File: src/rtl/ebu_gather_if.sv
// Valid/ready beat interface used on both sides of ebu_gather.
// last/keep exist only when EBU_GATHER_LAST_EN is defined.
interface ebu_gather_if #(
  parameter int unsigned Width = 8,
  parameter int unsigned Lanes = 1
);

  logic [Width-1:0] data;
  logic             valid;
  logic             ready;

  if (Width == 0 || Lanes == 0) begin : g_bad_param
    $error("ebu_gather_if: Width and Lanes must be non-zero");
  end

`ifdef EBU_GATHER_LAST_EN
  logic             last;
  logic [Lanes-1:0] keep;

  modport master (output data, valid, last, keep, input ready);
  modport slave  (input data, valid, last, keep, output ready);
`else
  modport master (output data, valid, input ready);
  modport slave  (input data, valid, output ready);
`endif

endinterface

File: src/rtl/ebu_gather.sv
// Elastic width up-converter: packs RATIO narrow beats into one registered wide word.
// Optional packet framing (t_0.last, i_0.last, i_0.keep) is enabled by EBU_GATHER_LAST_EN.
module ebu_gather #(
  parameter int unsigned T_0_WIDTH = 8,
  parameter int unsigned RATIO     = 4,
  parameter int unsigned I_0_WIDTH = T_0_WIDTH * RATIO
) (
  input  logic         clk,
  input  logic         reset_n,
  ebu_gather_if.slave  t_0,
  ebu_gather_if.master i_0
);

  localparam int unsigned    CntW    = (RATIO > 2) ? $clog2(RATIO) : 1;
  localparam logic [CntW-1:0] CntLast = CntW'(RATIO - 1);

  if (RATIO < 2) begin : g_bad_ratio
    $error("ebu_gather: RATIO must be >= 2");
  end
  if (I_0_WIDTH != T_0_WIDTH * RATIO) begin : g_bad_width
    $error("ebu_gather: I_0_WIDTH must equal T_0_WIDTH*RATIO");
  end

  logic [CntW-1:0]                  r_cnt, w_cnt_nxt;
  logic [RATIO-2:0][T_0_WIDTH-1:0]  r_acc, w_acc_nxt;
  logic [I_0_WIDTH-1:0]             r_data, w_data_nxt;
  logic                             r_valid, w_valid_nxt;
  logic [RATIO-1:0][T_0_WIDTH-1:0]  w_word;
  logic                             w_complete;
  logic                             w_t_ready;
  logic                             w_t_acc;
  logic                             w_i_acc;

`ifdef EBU_GATHER_LAST_EN
  logic                             r_last, w_last_nxt;
  logic [RATIO-1:0]                 r_keep, w_keep_nxt, w_keep;
  logic [RATIO-1:0][T_0_WIDTH-1:0]  w_lanes;

  assign w_complete = (r_cnt == CntLast) | t_0.last;
  assign w_lanes    = {{T_0_WIDTH{1'b0}}, r_acc};

  // Short words: lanes below cnt come from acc, lane cnt is the live beat, the rest are zero.
  always_comb begin
    w_word = '0;
    w_keep = '0;
    for (int l = 0; l < RATIO; l++) begin
      if (CntW'(l) < r_cnt) begin
        w_word[l] = w_lanes[l];
      end else if (CntW'(l) == r_cnt) begin
        w_word[l] = t_0.data;
      end
      w_keep[l] = (CntW'(l) <= r_cnt);
    end
  end

  always_comb begin
    w_last_nxt = r_last;
    w_keep_nxt = r_keep;
    if (w_t_acc && w_complete) begin
      w_last_nxt = t_0.last;
      w_keep_nxt = w_keep;
    end
  end

  always_ff @(posedge clk or negedge reset_n) begin
    if (!reset_n) begin
      r_last <= 1'b0;
      r_keep <= '0;
    end else begin
      r_last <= w_last_nxt;
      r_keep <= w_keep_nxt;
    end
  end

  assign i_0.last = r_last;
  assign i_0.keep = r_keep;
`else
  assign w_complete = (r_cnt == CntLast);
  assign w_word     = {t_0.data, r_acc};
`endif

  // The final beat may only land when the output register is free or draining this cycle.
  assign w_t_ready = ~w_complete | ~r_valid | i_0.ready;
  assign w_t_acc   = t_0.valid & w_t_ready;
  assign w_i_acc   = r_valid & i_0.ready;

  always_comb begin
    w_cnt_nxt   = r_cnt;
    w_acc_nxt   = r_acc;
    w_data_nxt  = r_data;
    w_valid_nxt = r_valid;
    if (w_t_acc && w_complete) begin
      w_data_nxt  = w_word;
      w_valid_nxt = 1'b1;
      w_cnt_nxt   = '0;
    end else begin
      if (w_t_acc) begin
        for (int l = 0; l < RATIO - 1; l++) begin
          if (r_cnt == CntW'(l)) begin
            w_acc_nxt[l] = t_0.data;
          end
        end
        w_cnt_nxt = r_cnt + 1'b1;
      end
      if (w_i_acc) begin
        w_valid_nxt = 1'b0;
      end
    end
  end

  always_ff @(posedge clk or negedge reset_n) begin
    if (!reset_n) begin
      r_cnt   <= '0;
      r_acc   <= '0;
      r_data  <= '0;
      r_valid <= 1'b0;
    end else begin
      r_cnt   <= w_cnt_nxt;
      r_acc   <= w_acc_nxt;
      r_data  <= w_data_nxt;
      r_valid <= w_valid_nxt;
    end
  end

  assign t_0.ready = w_t_ready;
  assign i_0.data  = r_data;
  assign i_0.valid = r_valid;

endmodule

File: src/flat_wrapper.sv
// flat-port wrapper written by rule: the top's interface ports become plain ports
module ebu_gather_flat 
#(
  parameter int unsigned T_0_WIDTH = 8,
  parameter int unsigned RATIO     = 4,
  parameter int unsigned I_0_WIDTH = T_0_WIDTH * RATIO
)
  (clk, reset_n, t_0_data, t_0_valid, t_0_ready, i_0_data, i_0_valid, i_0_ready);
  ebu_gather_if #(.Width((8)), .Lanes((4))) t_0_i ();
  ebu_gather_if #(.Width(((8) * (4))), .Lanes((4))) i_0_i ();
  input  logic clk;
  input  logic reset_n;
  input wire logic [$bits(t_0_i.data)-1:0] t_0_data;
  input wire logic [$bits(t_0_i.valid)-1:0] t_0_valid;
  output wire logic [$bits(t_0_i.ready)-1:0] t_0_ready;
  output wire logic [$bits(i_0_i.data)-1:0] i_0_data;
  output wire logic [$bits(i_0_i.valid)-1:0] i_0_valid;
  input wire logic [$bits(i_0_i.ready)-1:0] i_0_ready;
  assign t_0_i.data = t_0_data;
  assign t_0_i.valid = t_0_valid;
  assign t_0_ready = t_0_i.ready;
  assign i_0_data = i_0_i.data;
  assign i_0_valid = i_0_i.valid;
  assign i_0_i.ready = i_0_ready;
  ebu_gather #(.T_0_WIDTH(T_0_WIDTH), .RATIO(RATIO), .I_0_WIDTH(I_0_WIDTH)) u_core (.clk(clk), .reset_n(reset_n), .t_0(t_0_i), .i_0(i_0_i));
endmodule
File: config.mk
export PLATFORM = sky130hd
export DESIGN_NAME = ebu_gather_flat
export DESIGN_NICKNAME = d
export VERILOG_FILES = /design/src/rtl/ebu_gather_if.sv /design/src/rtl/ebu_gather.sv /design/src/flat_wrapper.sv
export SDC_FILE = /design/constraint.sdc
export NUM_CORES = 1
export LEC_CHECK = 0
export CORE_MARGIN = 2
export CORE_UTILIZATION = 29
export CTS_BUF_LIST = sky130_fd_sc_hd__clkbuf_2
export CTS_CLUSTER_DIAMETER = 100
export DETAILED_ROUTE_END_ITERATION = 8
export PLACE_DENSITY_LB_ADDON = 0.1
export RECOVER_POWER = 100
export SYNTH_ARGS = -nofsm -noshare
export SYNTH_HDL_FRONTEND = slang
export SYNTH_SLANG_ARGS = --single-unit
File: constraint.sdc
create_clock -name clk -period 3.59 [get_ports clk]
set_input_delay 0.5385 -clock clk [delete_from_list [all_inputs] [get_ports clk]]
set_output_delay 0.5385 -clock clk [all_outputs]
set_load 0.01 [all_outputs]
==> flow_results.xml, run 1 <==
<?xml version="1.0" encoding="UTF-8"?>
<metrics>
  <group name="final_layout">
    <metric name="num-fill-cells" unit="">870</metric>
    <metric name="finish.cell_count_without_fillers" unit="">305</metric>
    <metric name="final_area" unit="sq mm">0.00295</metric>
    <metric name="finish.utilization" unit="%">34.1</metric>
    <metric name="diodes" unit="">0</metric>
    <metric name="nNetsFinal" unit="">208</metric>
    <metric name="syn2layout_area_growth" unit="%">15.2</metric>
    <metric name="drive_gt1_share" unit="%">10.2</metric>
  </group>
  <group name="clocking">
    <metric name="post_cts_setup_buffer_count" unit="">0</metric>
    <metric name="cts_buffer_count" unit="">9</metric>
    <metric name="cts.path.max_buffers" unit="">2</metric>
    <metric name="post_cts_hold_buffer_count" unit="">0</metric>
    <metric name="path_clk_slew" unit="ps">170</metric>
    <metric name="total_number_of_h_tree_levels" unit="">3</metric>
    <metric name="worstSkewPairLatency" unit="ps">460</metric>
    <metric name="clock_net_sink_count" unit="">59</metric>
    <metric name="clock_tree_from_tritoncts" unit="">yes</metric>
    <metric name="cts_repair_resize_count" unit="">0</metric>
    <metric name="ctsRootBufferMaster" unit="">sky130_fd_sc_hd__clkbuf_2</metric>
  </group>
  <group name="timing">
    <metric name="layout_min_cycle_time" unit="ps">2570</metric>
    <metric name="final-max-slew-violation-count" unit="">0</metric>
    <metric name="hold_viol" unit="">0</metric>
    <metric name="rsz0062_at_grt" unit="">no</metric>
    <metric name="timing.final.crit_share" unit="%">71.6</metric>
    <metric name="setup_tns" unit="ps">0</metric>
    <metric name="setup_viol" unit="">0</metric>
    <metric name="holdWs" unit="ps">381</metric>
    <metric name="postLayoutSetupSlackWorst" unit="ps">1020</metric>
    <metric name="max_freq" unit="MHz">389</metric>
    <metric name="relSlewSlack" unit="%">5.38</metric>
    <metric name="fin_skew" unit="ps">25.3</metric>
    <metric name="worst_slew_pin_slew" unit="ps">1420</metric>
  </group>
  <group name="global_routing">
    <metric name="grt_max_degree" unit="">35</metric>
    <metric name="grt_antenna_before_repair" unit="">0</metric>
    <metric name="gr-total-overflow" unit="">0</metric>
    <metric name="first_global_vias" unit="">1523</metric>
    <metric name="global_route.usage.total" unit="%">11.0</metric>
    <metric name="global_route_wire_length_before_repair" unit="microns">8140</metric>
  </group>
  <group name="power">
    <metric name="peakVddDrop" unit="mV">0.243</metric>
    <metric name="power.leakage" unit="nW">1.30</metric>
    <metric name="power" unit="mW">2.48</metric>
    <metric name="powerDensity" unit="mW/mm^2">840</metric>
  </group>
  <group name="logic_synthesis">
    <metric name="yosys.cell_count.top_type" unit="">sky130_fd_sc_hd__dfrtp_1</metric>
    <metric name="synth_fp_nets" unit="">157</metric>
    <metric name="async_reset_ff_share" unit="%">100</metric>
    <metric name="synth.top_cells.by_area" unit="">sky130_fd_sc_hd__dfrtp_1 (58%), sky130_fd_sc_hd__mux2_4 (32%), sky130_fd_sc_hd__buf_12 (2.3%)</metric>
    <metric name="synthesis.instances" unit="">141</metric>
    <metric name="synth-edff-count" unit="">0</metric>
    <metric name="syn_area" unit="sq mm">0.00256</metric>
    <metric name="synth.yosys.seq_area_share" unit="%">57.7</metric>
    <metric name="ys.warnings.count" unit="">0</metric>
    <metric name="ys_seq_elements" unit="">59</metric>
    <metric name="netlist_top_cells_count" unit="">sky130_fd_sc_hd__dfrtp_1 (59), sky130_fd_sc_hd__mux2_4 (54), sky130_fd_sc_hd__buf_6 (4), sky130_fd_sc_hd__ha_1 (4)</metric>
    <metric name="yosys_most_used_dff" unit="">sky130_fd_sc_hd__dfrtp_1</metric>
    <metric name="synth_area_per_cell" unit="sq um">18.2</metric>
    <metric name="synth_top_cell_by_area" unit="">sky130_fd_sc_hd__dfrtp_1</metric>
    <metric name="number_of_library_cell_types_mapped_by_synthesis" unit="">15</metric>
    <metric name="synthDominantCellAreaShare" unit="%">57.7</metric>
  </group>
  <group name="place">
    <metric name="dp_hpwl" unit="microns">3270</metric>
    <metric name="io_buffer_count" unit="">45</metric>
    <metric name="place_area" unit="sq mm">0.00307</metric>
    <metric name="place.detailed.instances" unit="">289</metric>
    <metric name="preCtsSetupSlack" unit="ps">958</metric>
    <metric name="routabilityCongestion" unit="">0.722</metric>
  </group>
  <group name="drt">
    <metric name="drtIter0Drc" unit="">24</metric>
    <metric name="drcViolationCount" unit="">0</metric>
    <metric name="drt_first_pass_iters" unit="">4</metric>
    <metric name="wire_per_inst" unit="microns">15.6</metric>
    <metric name="post_drt_via_cell_ratio" unit="">4.30</metric>
    <metric name="antenna_viol_nets_final" unit="">0</metric>
    <metric name="route.vias.total" unit="">1312</metric>
    <metric name="wirelength" unit="microns">4760</metric>
  </group>
  <group name="worst_setup_path">
    <metric name="cp.required" unit="ps">3930</metric>
    <metric name="startpoint_type" unit="">input pin</metric>
    <metric name="timing.critical_path.slowest_cell_delay" unit="ps">760</metric>
    <metric name="worstPathBufferInverterCount" unit="">2</metric>
    <metric name="crit_path_top_delay_cell" unit="">sky130_fd_sc_hd__clkbuf_1</metric>
    <metric name="critPathTopFamily" unit="">buffers and inverters</metric>
    <metric name="timing.setup.critical_path_class" unit="">input pin to register</metric>
    <metric name="worstSetupEndpointType" unit="">register</metric>
    <metric name="largest_driver_fanout_on_the_critical_path" unit="">17</metric>
    <metric name="cp.arrival" unit="ps">2920</metric>
    <metric name="critical_path.cell_chain" unit="">clkdlybuf4s50_1 &gt; nand2_1 &gt; nor2b_4 &gt; clkbuf_1 &gt; mux2_1</metric>
  </group>
  <group name="floorplanning">
    <metric name="core_region_area" unit="sq mm">0.00864</metric>
    <metric name="top_level_ports" unit="">46</metric>
    <metric name="design.die.area" unit="sq mm">0.00960</metric>
    <metric name="chipHeight" unit="microns">98.0</metric>
    <metric name="die_width" unit="microns">98.0</metric>
    <metric name="starting_density_of_the_core" unit="%">29.6</metric>
    <metric name="core.rowCount" unit="">34</metric>
  </group>
  <group name="run_status">
    <metric name="outcome" unit="">complete, no violations</metric>
  </group>
  <group name="worst_hold_path">
    <metric name="hold_path.class" unit="">input pin to asynchronous set/reset pin</metric>
  </group>
  <group name="run">
    <metric name="maxCapViolCount" unit="">0</metric>
  </group>
</metrics>
-- final timing paths --
check / from / endpoint / slack, ps / cells after the start
min reg2reg: u_core.r_acc[23] / u_core.i_0.data[23] / 500 / 1
max reg2reg: u_core.r_cnt[0] / u_core.i_0.data[10] / 1070 / 5
max: t_0_valid / u_core.i_0.data[10] / 1020 / 5
min in group clk: u_core.r_acc[23] / u_core.i_0.data[23] / 500 / 1
max in group asynchronous: reset_n / u_core.i_0.data[24] / 2070 / 2
min: reset_n / u_core.r_acc[6] / 380 / 1
-- flip-flops by register name (all words and copies together) (netlist names) --
register	count
u_core.i_0.data	32
u_core.i_0.valid	1
u_core.r_acc	24
u_core.r_cnt	2
-- power breakdown --
part	leakage (nW)	internal (mW)	total, mW	switching, mW
clock network	0.0642	0.152	0.392	0.240
registers	0.705	0.999	1.18	0.179
logic	0.528	0.520	0.908	0.388
total	1.30	1.67	2.48	0.807
-- metal layers --
metal	routed length, microns	global-route usage (%)	vias to the layer above
li1	-	-	602
met1	2180	14.1	668
met2	2330	17.1	33
met3	169	2.79	9
met4	86	5.98	0
met5	0	0	-
-- worst register-to-register path: stages (launching register included) --
cell and delay (ps):
sky130_fd_sc_hd__dfrtp_1 460, sky130_fd_sc_hd__ha_1 220, sky130_fd_sc_hd__nand2_1 110, sky130_fd_sc_hd__nor2b_4 470
sky130_fd_sc_hd__clkbuf_1 760, sky130_fd_sc_hd__mux2_1 400
-- placed cells by master (no fill, tap or decap), types with 2 or more instances in the layout --
| master | synthesis | layout |
|---|---|---|
| sky130_fd_sc_hd__dfrtp_1 | 59 | 59 |
| sky130_fd_sc_hd__mux2_1 | 0 | 52 |
| sky130_fd_sc_hd__dlygate4sd3_1 | 0 | 34 |
| sky130_fd_sc_hd__clkdlybuf4s50_1 | 0 | 10 |
| sky130_fd_sc_hd__clkbuf_2 | 0 | 9 |
| sky130_fd_sc_hd__ha_1 | 4 | 4 |
| sky130_fd_sc_hd__inv_1 | 3 | 3 |
| sky130_fd_sc_hd__and3_1 | 3 | 3 |
| sky130_fd_sc_hd__clkinv_1 | 0 | 3 |
| sky130_fd_sc_hd__nand2_1 | 2 | 2 |
| sky130_fd_sc_hd__mux2_4 | 54 | 2 |
| sky130_fd_sc_hd__a21oi_1 | 2 | 2 |
| sky130_fd_sc_hd__mux2_2 | 2 | 2 |
| sky130_fd_sc_hd__clkinv_2 | 0 | 2 |
| sky130_fd_sc_hd__clkbuf_1 | 0 | 2 |
-- area by class of cell --
class                           instances  area (sq um)  area share [%]
Sequential cell                        59          1480            50.1
Multi-Input combinational cell         72           767            26.0
Timing Repair Buffer                   47           455            15.4
Tap cell                              108           135            4.58
Clock inverter                          7          58.8            1.99
Clock buffer                            9          45.0            1.53
Inverter                                3          11.3           0.382
-- logic make-up after synthesis --
| family | synth area share (%) |
|---|---|
| buf+inv | 4.55 |
| flops | 57.7 |
| fa+ha+maj | 1.96 |
| mux | 32.6 |
| simple gates | 2.30 |
| compound gates | 0.978 |
Power figures use the tool's default switching activity.
==> run 2: changes to the inputs <==
clock period = 2.35 ns   (was 3.59 ns; I/O delays follow)
==> flow_results.xml, run 2 (synthesized netlist as in run 1, its figures left out) <==
<?xml version="1.0" encoding="UTF-8"?>
<metrics>
  <group name="power">
    <metric name="switching_share" unit="%">31.6</metric>
    <metric name="pwr-share-seq" unit="%">45.7</metric>
    <metric name="clkPwrFrac" unit="%">17.9</metric>
    <metric name="powerDensity" unit="mW/mm^2">1310</metric>
    <metric name="power" unit="mW">3.96</metric>
    <metric name="power.leakage" unit="nW">1.37</metric>
    <metric name="peakVddDrop" unit="mV">0.400</metric>
    <metric name="power.net_switching" unit="mW">1.25</metric>
    <metric name="intPower" unit="mW">2.71</metric>
    <metric name="pwr-share-comb" unit="%">36.4</metric>
  </group>
  <group name="final_layout">
    <metric name="largest_register_ff_count" unit="">32</metric>
    <metric name="drive_gt1_share" unit="%">13.4</metric>
    <metric name="syn2layout_area_growth" unit="%">18.6</metric>
    <metric name="multi_input_comb_area" unit="sq um">795</metric>
    <metric name="ff_latch_area" unit="sq mm">0.00148</metric>
    <metric name="final_common_cell" unit="">sky130_fd_sc_hd__dfrtp_1</metric>
    <metric name="most-common-layout-cells" unit="">sky130_fd_sc_hd__dfrtp_1 (59), sky130_fd_sc_hd__mux2_1 (48), sky130_fd_sc_hd__dlygate4sd3_1 (34)</metric>
    <metric name="nNetsFinal" unit="">212</metric>
    <metric name="diodes" unit="">0</metric>
    <metric name="num-fill-cells" unit="">873</metric>
  </group>
  <group name="run_status">
    <metric name="violations" unit="">capacitance limit, slew limit</metric>
    <metric name="outcome" unit="">finished with violations</metric>
  </group>
  <group name="drt">
    <metric name="drtIter0Drc" unit="">28</metric>
    <metric name="drt_first_pass_iters" unit="">4</metric>
    <metric name="drcViolationCount" unit="">0</metric>
    <metric name="post_drt_via_cell_ratio" unit="">4.21</metric>
    <metric name="wirelength" unit="microns">4880</metric>
    <metric name="antenna_viol_nets_final" unit="">0</metric>
    <metric name="route.vias.total" unit="">1302</metric>
    <metric name="wire_per_inst" unit="microns">15.8</metric>
  </group>
  <group name="worst_setup_path">
    <metric name="timing.rr.end" unit="">u_core.i_0.data[3]</metric>
    <metric name="cp.arrival" unit="ps">1880</metric>
    <metric name="regToRegSetupSlack" unit="ps">220</metric>
    <metric name="worstSetupEndpointType" unit="">output port</metric>
    <metric name="cp.required" unit="ps">2000</metric>
    <metric name="r2r_cells" unit="">5</metric>
    <metric name="startpoint_type" unit="">register</metric>
    <metric name="largest_driver_fanout_on_the_critical_path" unit="">7</metric>
    <metric name="timing.setup.critical_path_class" unit="">register to output port</metric>
    <metric name="startpoint" unit="">u_core.r_cnt[0]</metric>
    <metric name="rr_startpoint" unit="">u_core.r_cnt[0]</metric>
  </group>
  <group name="timing">
    <metric name="layout_min_cycle_time" unit="ps">2240</metric>
    <metric name="hold_viol" unit="">0</metric>
    <metric name="setup_viol" unit="">0</metric>
    <metric name="max_freq" unit="MHz">447</metric>
    <metric name="timing.final.crit_share" unit="%">95.2</metric>
    <metric name="final-max-slew-violation-count" unit="">30</metric>
    <metric name="worst_slew_pin_slew" unit="ps">1790</metric>
    <metric name="setup_tns" unit="ps">0</metric>
    <metric name="rsz0062_at_grt" unit="">no</metric>
    <metric name="relSlewSlack" unit="%">-19.1</metric>
    <metric name="fin_skew" unit="ps">21.3</metric>
  </group>
  <group name="floorplanning">
    <metric name="core_region_area" unit="sq mm">0.00864</metric>
    <metric name="die_width" unit="microns">98.0</metric>
    <metric name="starting_density_of_the_core" unit="%">29.6</metric>
    <metric name="design.die.area" unit="sq mm">0.00960</metric>
    <metric name="chipHeight" unit="microns">98.0</metric>
    <metric name="top_level_ports" unit="">46</metric>
    <metric name="core.rowCount" unit="">34</metric>
  </group>
  <group name="run">
    <metric name="maxCapViolCount" unit="">1</metric>
  </group>
  <group name="clocking">
    <metric name="post_cts_setup_buffer_count" unit="">0</metric>
    <metric name="clock_tree_from_tritoncts" unit="">yes</metric>
    <metric name="total_number_of_h_tree_levels" unit="">3</metric>
    <metric name="path_clk_slew" unit="ps">160</metric>
    <metric name="ctsRootBufferMaster" unit="">sky130_fd_sc_hd__clkbuf_2</metric>
    <metric name="worstSkewPairLatency" unit="ps">470</metric>
    <metric name="cts.path.max_buffers" unit="">2</metric>
    <metric name="cts_buffer_count" unit="">9</metric>
    <metric name="clock_net_sink_count" unit="">59</metric>
  </group>
  <group name="place">
    <metric name="io_buffer_count" unit="">45</metric>
    <metric name="dp_hpwl" unit="microns">3290</metric>
    <metric name="routabilityCongestion" unit="">0.713</metric>
  </group>
  <group name="global_routing">
    <metric name="grt_max_degree" unit="">33</metric>
    <metric name="global_route.usage.total" unit="%">10.8</metric>
    <metric name="global_route_wire_length_before_repair" unit="microns">7850</metric>
    <metric name="grt_antenna_before_repair" unit="">0</metric>
    <metric name="gr-total-overflow" unit="">0</metric>
    <metric name="first_global_vias" unit="">1451</metric>
  </group>
  <group name="worst_hold_path">
    <metric name="whs_endpoint" unit="">u_core.i_0.data[17]</metric>
    <metric name="whs_path_depth" unit="">1</metric>
    <metric name="hold_path.class" unit="">register to register</metric>
    <metric name="holdCritStartpoint" unit="">u_core.i_0.data[17]</metric>
  </group>
</metrics>
[run 2: cell count changes in the layout (fill, tap and decap cells not counted), sizes merged]
cell	before	now
clkbuf	11	13
bufinv	1	2
clkinvlp	1	0
buf	1	2
clkdlybuf4s50	10	11
[run 2: area by class of cell]
class / instances / share of cell area (%)
clock buffer: 9 / 1.48
clock inverter: 7 / 2.72
inverter: 3 / 0.371
multi-input combinational: 72 / 26.2
sequential: 59 / 48.6
tap: 108 / 4.45
timing repair buffer: 51 / 16.2
[run 2: through the flow]
stage	instance area, sq um	cells	util [%]	hold slack (ps)	worst slack [ps]
after detailed placement	3110	292	36.0	476	342
after global routing	3040	309	35.1	523	4.82
after CTS	3240	309	37.6	465	61.2
after floorplan	2560	141	-	56.9	818
final	3040	309	35.1	507	113
after global placement	3110	292	36.0	451	397
[run 2: worst max path at each step]
stage | to | slack (ps) | depth (start not counted)
after floorplan | u_core.i_0.data[0] | 820 | 6
after global routing | t_0_ready | 5 | 3
after detailed placement | u_core.i_0.data[31] | 340 | 5
after CTS | t_0_ready | 60 | 3
final | t_0_ready | 110 | 3
after global placement | u_core.i_0.data[31] | 400 | 5
[run 2: critical path: stages (launching register included)]
cell	delay [ps]
sky130_fd_sc_hd__dfrtp_1	470
sky130_fd_sc_hd__ha_1	280
sky130_fd_sc_hd__nand3b_4	130
sky130_fd_sc_hd__clkdlybuf4s50_1	540
[run 2: routing by layer]
layer	share of wire, %	global-route usage (%)	vias to the layer above	wire (microns)
li1	-	-	609	-
met1	46	13.8	656	2240
met2	48	16.5	31	2340
met3	4.6	3.65	6	225
met4	1.5	5.13	0	75
met5	0	0	-	0
[run 2: what timing repair did]
action,in CTS,in global routing
hold buffers,1,0
endpoints found under the hold margin,29,0
resized for setup,0,0
[run 2: power by group through the flow]
stage                     clock network [mW]  registers (mW)  logic [mW]
after floorplan                            0            1.93        1.18
after detailed placement                   0            1.89        2.04
after global placement                     0            1.86        2.00
after global routing                   0.791            1.89        1.56
after CTS                              0.745            1.87        2.04
final                                  0.708            1.81        1.44
